`config.mk`:
```
export PLATFORM = sky130hd
export DESIGN_NAME = procb_rd_sched_flat
export DESIGN_NICKNAME = d
export VERILOG_FILES = /design/src/rtl/procb_rd_sched_if.sv /design/src/rtl/procb_rd_sched.sv /design/src/flat_wrapper.sv
export SDC_FILE = /design/constraint.sdc
export NUM_CORES = 1
export LEC_CHECK = 0
export ABC_AREA = 1
export CAP_MARGIN = 30
export CORE_ASPECT_RATIO = 0.5
export CORE_MARGIN = 2
export CORE_UTILIZATION = 40
export DETAILED_ROUTE_END_ITERATION = 6
export PLACE_DENSITY = 0.76
export SLEW_MARGIN = 5
export SYNTH_ARGS = -nofsm -noshare
export SYNTH_HDL_FRONTEND = slang
export SYNTH_SLANG_ARGS = --single-unit
```
`constraint.sdc`:
```
create_clock -name CLK -period 3.26 [get_ports CLK]
set_input_delay 0.489 -clock CLK [delete_from_list [all_inputs] [get_ports CLK]]
set_output_delay 0.489 -clock CLK [all_outputs]
set_load 0.02 [all_outputs]
```
`src/rtl/procb_rd_sched_if.sv`:
```
// Consumer-side bus of the procb read scheduler: record stream plus sequence-done report.
interface procb_rd_sched_if #(
    parameter int unsigned N_THREADS     = 16,
    parameter int unsigned PROCB_D_WIDTH = 64
);
    localparam int unsigned TW = $clog2(N_THREADS);

    logic [PROCB_D_WIDTH-1:0] out_data;
    logic [TW-1:0]            out_thread_num;
    logic                     out_valid;
    logic                     out_ready;
    logic                     done;
    logic [TW-1:0]            done_thread;

    modport master (
        output out_data, out_thread_num, out_valid, done, done_thread,
        input  out_ready
    );

    modport slave (
        input  out_data, out_thread_num, out_valid, done, done_thread,
        output out_ready
    );
endinterface

```
`src/rtl/procb_rd_sched.sv`:
```
// Read-side scheduler for the per-thread procb record buffer: round-robin thread grant,
// record streaming to the SHA block former until FIN/STOP, then completion report.
module procb_rd_sched #(
    parameter  int unsigned N_THREADS     = 16,
    parameter  int unsigned PROCB_D_WIDTH = 64,
    localparam int unsigned N_THREADS_MSB = $clog2(N_THREADS) - 1
) (
    input  logic                     CLK,
    input  logic                     RESET_N,
    input  logic [N_THREADS-1:0]     thread_ready,
    output logic [N_THREADS_MSB:0]   rd_thread_num,
    output logic                     rd_en,
    output logic                     lookup_en,
    output logic                     rd_rst,
    input  logic                     lookup_empty,
    input  logic [PROCB_D_WIDTH-1:0] dout,
    procb_rd_sched_if.master         cons,
    output logic                     err_underflow
);
    localparam int unsigned TW               = N_THREADS_MSB + 1;
    localparam int unsigned FIN_BIT          = PROCB_D_WIDTH - 1;
    localparam int unsigned STOP_BIT         = PROCB_D_WIDTH - 2;
    localparam int unsigned UNDERFLOW_CYCLES = 16;
    localparam int unsigned ECW              = $clog2(UNDERFLOW_CYCLES);
    localparam int unsigned HOLD_CYCLES      = 3;

    typedef enum logic [1:0] {S_IDLE, S_SETTLE, S_STREAM, S_DONE} state_t;

    state_t               state_q, state_d;
    logic                 yield_c;
    logic                 settle_q;
    logic [ECW-1:0]       empty_cnt_q;
    logic [TW-1:0]        rr_ptr_q;
    logic [1:0]           hold_cnt_q [N_THREADS];
    logic [N_THREADS-1:0] hold_mask_c;
    logic [N_THREADS-1:0] elig_c;
    logic                 any_elig_c;
    logic [TW-1:0]        grant_c;
    logic                 done_q;
    logic [TW-1:0]        done_thread_q;
    logic                 fin_done_c;

    // Eligibility and round-robin pick, first eligible at or after rr_ptr_q
    always_comb begin
        hold_mask_c = '0;
        for (int i = 0; i < int'(N_THREADS); i++) begin
            hold_mask_c[i] = |hold_cnt_q[i];
        end
        elig_c     = thread_ready & ~hold_mask_c;
        any_elig_c = 1'b0;
        grant_c    = '0;
        for (int i = 0; i < int'(N_THREADS); i++) begin
            if (!any_elig_c && elig_c[(int'(rr_ptr_q) + i) % int'(N_THREADS)]) begin
                any_elig_c = 1'b1;
                grant_c    = TW'((int'(rr_ptr_q) + i) % int'(N_THREADS));
            end
        end
    end

    // State register
    always_ff @(posedge CLK or negedge RESET_N) begin
        if (!RESET_N) state_q <= S_IDLE;
        else          state_q <= state_d;
    end

    // Next-state logic
    always_comb begin
        state_d = state_q;
        yield_c = 1'b0;
        unique case (state_q)
            S_IDLE:   if (any_elig_c) state_d = S_SETTLE;
            S_SETTLE: if (settle_q)   state_d = S_STREAM;
            S_STREAM: begin
                if (!lookup_empty && cons.out_ready && (dout[FIN_BIT] || dout[STOP_BIT])) begin
                    state_d = S_DONE;
                end else if (lookup_empty && empty_cnt_q == ECW'(UNDERFLOW_CYCLES - 1)) begin
                    state_d = S_DONE;
                    yield_c = 1'b1;
                end
            end
            S_DONE:   state_d = S_IDLE;
            default:  state_d = S_IDLE;
        endcase
    end

    // Buffer strobes and consumer stream; STOP on the consumed record discards the remainder
    always_comb begin
        cons.out_valid      = (state_q == S_STREAM) && !lookup_empty;
        cons.out_data       = dout;
        cons.out_thread_num = rd_thread_num;
        rd_en               = cons.out_valid && cons.out_ready;
        lookup_en           = rd_en;
        rd_rst              = rd_en && dout[STOP_BIT];
    end

    assign fin_done_c       = (state_q == S_STREAM) && (state_d == S_DONE) && !yield_c;
    assign cons.done        = done_q;
    assign cons.done_thread = done_thread_q;

    // Grant register, settle/underflow counters, completion report, round-robin and hold masks
    always_ff @(posedge CLK or negedge RESET_N) begin
        if (!RESET_N) begin
            rd_thread_num <= '0;
            rr_ptr_q      <= '0;
            settle_q      <= 1'b0;
            empty_cnt_q   <= '0;
            done_q        <= 1'b0;
            done_thread_q <= '0;
            err_underflow <= 1'b0;
            for (int i = 0; i < int'(N_THREADS); i++) hold_cnt_q[i] <= '0;
        end else begin
            for (int i = 0; i < int'(N_THREADS); i++) begin
                if (hold_cnt_q[i] != 2'd0) hold_cnt_q[i] <= hold_cnt_q[i] - 2'd1;
            end
            settle_q <= (state_q == S_SETTLE) && !settle_q;
            if (state_q == S_STREAM && lookup_empty) empty_cnt_q <= empty_cnt_q + ECW'(1);
            else                                     empty_cnt_q <= '0;
            done_q <= fin_done_c;
            if (fin_done_c) done_thread_q <= rd_thread_num;
            if (yield_c)    err_underflow <= 1'b1;
            if (state_q == S_IDLE && any_elig_c) rd_thread_num <= grant_c;
            if (state_q == S_DONE) begin
                rr_ptr_q <= (rd_thread_num == TW'(N_THREADS - 1)) ? '0 : rd_thread_num + TW'(1);
                // Keep the finished thread out of arbitration while its ready status settles
                hold_cnt_q[rd_thread_num] <= 2'(HOLD_CYCLES);
            end
        end
    end
endmodule
```
`src/flat_wrapper.sv`:
```
// flat-port wrapper written by rule: the top's interface ports become plain ports
module procb_rd_sched_flat 
#(
    parameter  int unsigned N_THREADS     = 16,
    parameter  int unsigned PROCB_D_WIDTH = 64,
    localparam int unsigned N_THREADS_MSB = $clog2(N_THREADS) - 1
)
  (CLK, RESET_N, thread_ready, rd_thread_num, rd_en, lookup_en, rd_rst, lookup_empty, dout, err_underflow, cons_out_data, cons_out_thread_num, cons_out_valid, cons_done, cons_done_thread, cons_out_ready);
  procb_rd_sched_if #(.N_THREADS(N_THREADS), .PROCB_D_WIDTH(PROCB_D_WIDTH)) cons_i ();
  input  logic CLK;
  input  logic RESET_N;
  input  logic [N_THREADS-1:0] thread_ready;
  output logic [N_THREADS_MSB:0] rd_thread_num;
  output logic rd_en;
  output logic lookup_en;
  output logic rd_rst;
  input  logic lookup_empty;
  input  logic [PROCB_D_WIDTH-1:0] dout;
  output logic err_underflow;
  output wire logic [$bits(cons_i.out_data)-1:0] cons_out_data;
  output wire logic [$bits(cons_i.out_thread_num)-1:0] cons_out_thread_num;
  output wire logic [$bits(cons_i.out_valid)-1:0] cons_out_valid;
  output wire logic [$bits(cons_i.done)-1:0] cons_done;
  output wire logic [$bits(cons_i.done_thread)-1:0] cons_done_thread;
  input wire logic [$bits(cons_i.out_ready)-1:0] cons_out_ready;
  assign cons_out_data = cons_i.out_data;
  assign cons_out_thread_num = cons_i.out_thread_num;
  assign cons_out_valid = cons_i.out_valid;
  assign cons_done = cons_i.done;
  assign cons_done_thread = cons_i.done_thread;
  assign cons_i.out_ready = cons_out_ready;
  procb_rd_sched #(.N_THREADS(N_THREADS), .PROCB_D_WIDTH(PROCB_D_WIDTH)) u_core (.CLK(CLK), .RESET_N(RESET_N), .thread_ready(thread_ready), .rd_thread_num(rd_thread_num), .rd_en(rd_en), .lookup_en(lookup_en), .rd_rst(rd_rst), .lookup_empty(lookup_empty), .dout(dout), .cons(cons_i), .err_underflow(err_underflow));
endmodule
```
==> qor.yml, run 1 <==
num-nets-final: 738
syn-num-nets: 745
synth_xor_area_share_pct: 2.87
power.leakage_uw: 0.00238
post-route-drc-count: 0
cp.required_ns: 3.44
run_status: "finished, final reports clean"
muxShareOfSynthArea_pct: 0
worst_hold_path_type: "in -> async"
power_per_cell_area_mw_per_mm2: 1190
worst_path_max_delay_cell: "sky130_fd_sc_hd__dfrtp_2"
grt_antenna_before_repair: 0
port_buffers: 41
timing.critical_path.buf_inv: 3
clock.fmax_ghz: 0.324
final_core_util_pct: 44.4
data_arrival_time_of_the_critical_path_ns: 3.27
htree_num_levels: 2
total_power_uw: 5740
tightest_slew_ns: 0.644
post_detailed_route_via_to_cell_ratio: 5.42
core-area_mm2: 0.0109
global_route_wire_length_before_repair_um: 20000
maximum_resistive_drop_on_vdd_mv: 0.434
placement.setup.worst_slack_ns: 0.162
timing.final.ws_setup_ns: 0.173
chipWidth_um: 153
setup_viol_count_final: 0
ys_seq_area_share_pct: 29.9
crit_chain: "buf_6 -> ha_1 -> xor2_2 -> buf_4 -> nand3_1 -> nand3_1 -> nand2_2 -> nand3_2 -> nor2_4 -> nand4_4 -> nor2_4 -> nand4_4 -> nor2_4 -> nand4_4 -> o21ai_4 -> inv_2 -> nand3_1 -> nand2_1"
synth_adder_area_share_pct: 3.38
synth_top_area_share_pct: 29.9
cts_buffer_depth: 2
grt_overflow: 0
mappedNetlistArea_mm2: 0.00444
die_height_um: 78.5
worst_setup_path_end_kind: "register"
rows: 27
tritoncts: "done"
crit_path_max_incr_delay_ns: 0.44
final.period_utilization_pct: 94.7
finClkSkew_ns: 0.00302
synth_enable_flop_cells: 0
place.gp.congestion: 0.982
worstSkewPairLatency_ns: 0.29
floorplan.initialDensity_pct: 40.7
synth.ff_latch_count: 53
wirelength_um: 12600
cp-start-kind: "register"
cts_buffers: 5
vias: 4268
synth-compound-area-share_pct: 6.87
cts.clk_slew.worst_paths_ns: 0.07
multi_input_comb_area_mm2: 0.00229
wl_per_cell_um: 16.0
boundaryPins: 166
tritoncts_num_sinks: 53
post-synth-top-area-cell: "sky130_fd_sc_hd__dfrtp_1"
yosys_warning_total: 0
timing.setup.tns_ns: 0
ys_types: 31
crit_type: "reg -> reg"
syn_area_per_cell_um2: 6.84
firstDrtPassIters: 5
synthesis_to_layout_area_growth_pct: 8.99
initial_detailed_routing_violation_count: 392
grt_pass1_vias: 3987
regArea_mm2: 0.00133
drv_cap: 0
antenna_violating_nets_post_route: 0
track_usage_pct: 20.7
post_route_cells_drive_above_1_share_pct: 9.64
family_of_cells_with_the_greatest_summed_delay_on_the_critical_path: "simple AND/OR/NAND/NOR gates"
finalMaxSlewViolations: 0
synthesis.instances: 649
num-fill-cells: 1090
synth_async_sr_flop_share_pct: 100
root_buffer: "sky130_fd_sc_hd__clkbuf_16"
post-dp-hpwl_um: 9910
maximum_number_of_pins_on_one_net_before_global_route_repair: 41
hold_viol: 0
synth_top_family_by_area: "simple AND/OR/NAND/NOR gates"
top_post_synthesis_cells_by_area: "sky130_fd_sc_hd__dfrtp_1 30%, sky130_fd_sc_hd__nand3_1 16%, sky130_fd_sc_hd__buf_4 12%"
antenna-diode-count: 0
shortest_clock_period_the_worst_path_allows_after_layout_ns: 3.09
worst-path-max-fanout: 11
slew_headroom_pct: 56.8
yosys.area_share.simple_pct: 37.8
yosys_most_used_dff: "sky130_fd_sc_hd__dfrtp_1"
die-area_mm2: 0.0120
==> worst register-to-register path: stages (launching register included) <==
cell	delay, ns
sky130_fd_sc_hd__dfrtp_2	0.44
sky130_fd_sc_hd__buf_6	0.16
sky130_fd_sc_hd__ha_1	0.21
sky130_fd_sc_hd__xor2_2	0.16
sky130_fd_sc_hd__buf_4	0.18
sky130_fd_sc_hd__nand3_1	0.12
sky130_fd_sc_hd__nand3_1	0.10
sky130_fd_sc_hd__nand2_2	0.11
sky130_fd_sc_hd__nand3_2	0.11
sky130_fd_sc_hd__nor2_4	0.16
sky130_fd_sc_hd__nand4_4	0.11
sky130_fd_sc_hd__nor2_4	0.17
sky130_fd_sc_hd__nand4_4	0.13
sky130_fd_sc_hd__nor2_4	0.21
sky130_fd_sc_hd__nand4_4	0.13
sky130_fd_sc_hd__o21ai_4	0.27
sky130_fd_sc_hd__inv_2	0.06
sky130_fd_sc_hd__nand3_1	0.08
sky130_fd_sc_hd__nand2_1	0.06
==> flip-flops by register name (all words and copies together) (netlist names), 2 cells and up <==
register                    cells
u_core.cons.done_thread         4
u_core.cons.out_thread_num      4
u_core.empty_cnt_q              4
u_core.hold_cnt_q              32
u_core.rr_ptr_q                 4
u_core.state_q                  2
==> logic make-up after synthesis <==
| group | after synthesis |
|---|---|
| buf+inv | 155 |
| xor+xnor | 12 |
| simple gates | 364 |
| compound gates | 53 |
| fa+ha+maj | 12 |
| flops | 53 |
==> cells in the final DEF (no fill, tap or decap), drive strengths merged <==
| cell | count |
|---|---|
| clkdlybuf4s50 | 40 |
| o22ai | 18 |
| o21ai | 28 |
| nand3 | 146 |
| clkbuf | 6 |
| nor3 | 5 |
| dfrtp | 53 |
| inv | 74 |
| a31oi | 1 |
| a21oi | 4 |
| o21bai | 1 |
| xnor2 | 2 |
| ha | 12 |
| nand4 | 15 |
| nand2 | 123 |
| nand3b | 3 |
| xor2 | 10 |
| clkinv | 2 |
| nor2 | 72 |
| buf | 27 |
| a21o | 1 |
==> area by class of cell <==
class	instances	area share, %
Multi-Input combinational cell	441	47.3
Sequential cell	53	27.4
Timing Repair Buffer	67	12.8
Inverter	74	5.84
Tap cell	145	3.75
Clock buffer	6	2.66
Clock inverter	2	0.207
==> through the flow <==
step | area (um2) | hold WS, ns | cells
floorplan | 4440 | 0.193 | 649
global placement | 4590 | 0.445 | 772
detailed placement | 4610 | 0.408 | 773
CTS | 4750 | 0.104 | 781
global route | 4840 | 0.110 | 788
finish | 4840 | 0.0958 | 788
==> final timing paths <==
kind / cells after the start / slack (ns) / end / from
setup / recovery: 18 / 0.17 / u_core.cons.out_thread_num[0] / u_core.rr_ptr_q[1]
hold / removal: 1 / 0.1 / u_core.hold_cnt_q[13] / RESET_N
setup reg to reg: 18 / 0.17 / u_core.cons.out_thread_num[0] / u_core.rr_ptr_q[1]
hold reg to reg: 2 / 0.46 / u_core.err_underflow / u_core.err_underflow
max in group asynchronous: 2 / 2.64 / u_core.rr_ptr_q[1] / RESET_N
min in group CLK: 2 / 0.46 / u_core.err_underflow / u_core.err_underflow
==> cells in the mapped netlist (4+ instances only) <==
library cell	n
sky130_fd_sc_hd__a21oi_1	4
sky130_fd_sc_hd__buf_2	6
sky130_fd_sc_hd__buf_4	70
sky130_fd_sc_hd__clkbuf_1	4
sky130_fd_sc_hd__dfrtp_1	53
sky130_fd_sc_hd__ha_1	12
sky130_fd_sc_hd__inv_1	67
sky130_fd_sc_hd__inv_2	7
sky130_fd_sc_hd__nand2_1	122
sky130_fd_sc_hd__nand3_1	145
sky130_fd_sc_hd__nand4_1	12
sky130_fd_sc_hd__nor2_1	69
sky130_fd_sc_hd__o21ai_0	25
sky130_fd_sc_hd__o22ai_1	18
sky130_fd_sc_hd__xor2_1	7
==> power breakdown <==
part | internal, uW | switching (uW) | total (uW)
combinational | 1410 | 2890 | 4300
clock | 282 | 220 | 503
sequential | 785 | 150 | 935
==> metal layers <==
layer  global-route usage (%)  vias to the layer above  wire, um
li1                         -                     2053         -
met3                     4.97                       63      1120
met2                     32.9                      174      5530
met5                        0                        -         0
met4                     11.5                        0       606
met1                     26.2                     1978      5370
==> repair_timing <==
action	in CTS	in global routing
gates resized for setup	0	12
buffers inserted	0	7
endpoints found under the hold margin	0	0
endpoints found under the setup margin	0	5
hold buffers	0	0
Note: power is estimated with default switching activity, not from simulation.
==> inputs of run 2 (changes only) <==
--- a/config.mk
+++ b/config.mk
@@ -10,6 +10,7 @@
 export CORE_ASPECT_RATIO = 0.5
 export CORE_MARGIN = 2
 export CORE_UTILIZATION = 40
+export CTS_CLUSTER_DIAMETER = 60
 export DETAILED_ROUTE_END_ITERATION = 6
 export PLACE_DENSITY = 0.76
 export SLEW_MARGIN = 5
==> results of run 2 <==
No change in the layout: final DEF, timing and power equal those of run 1.
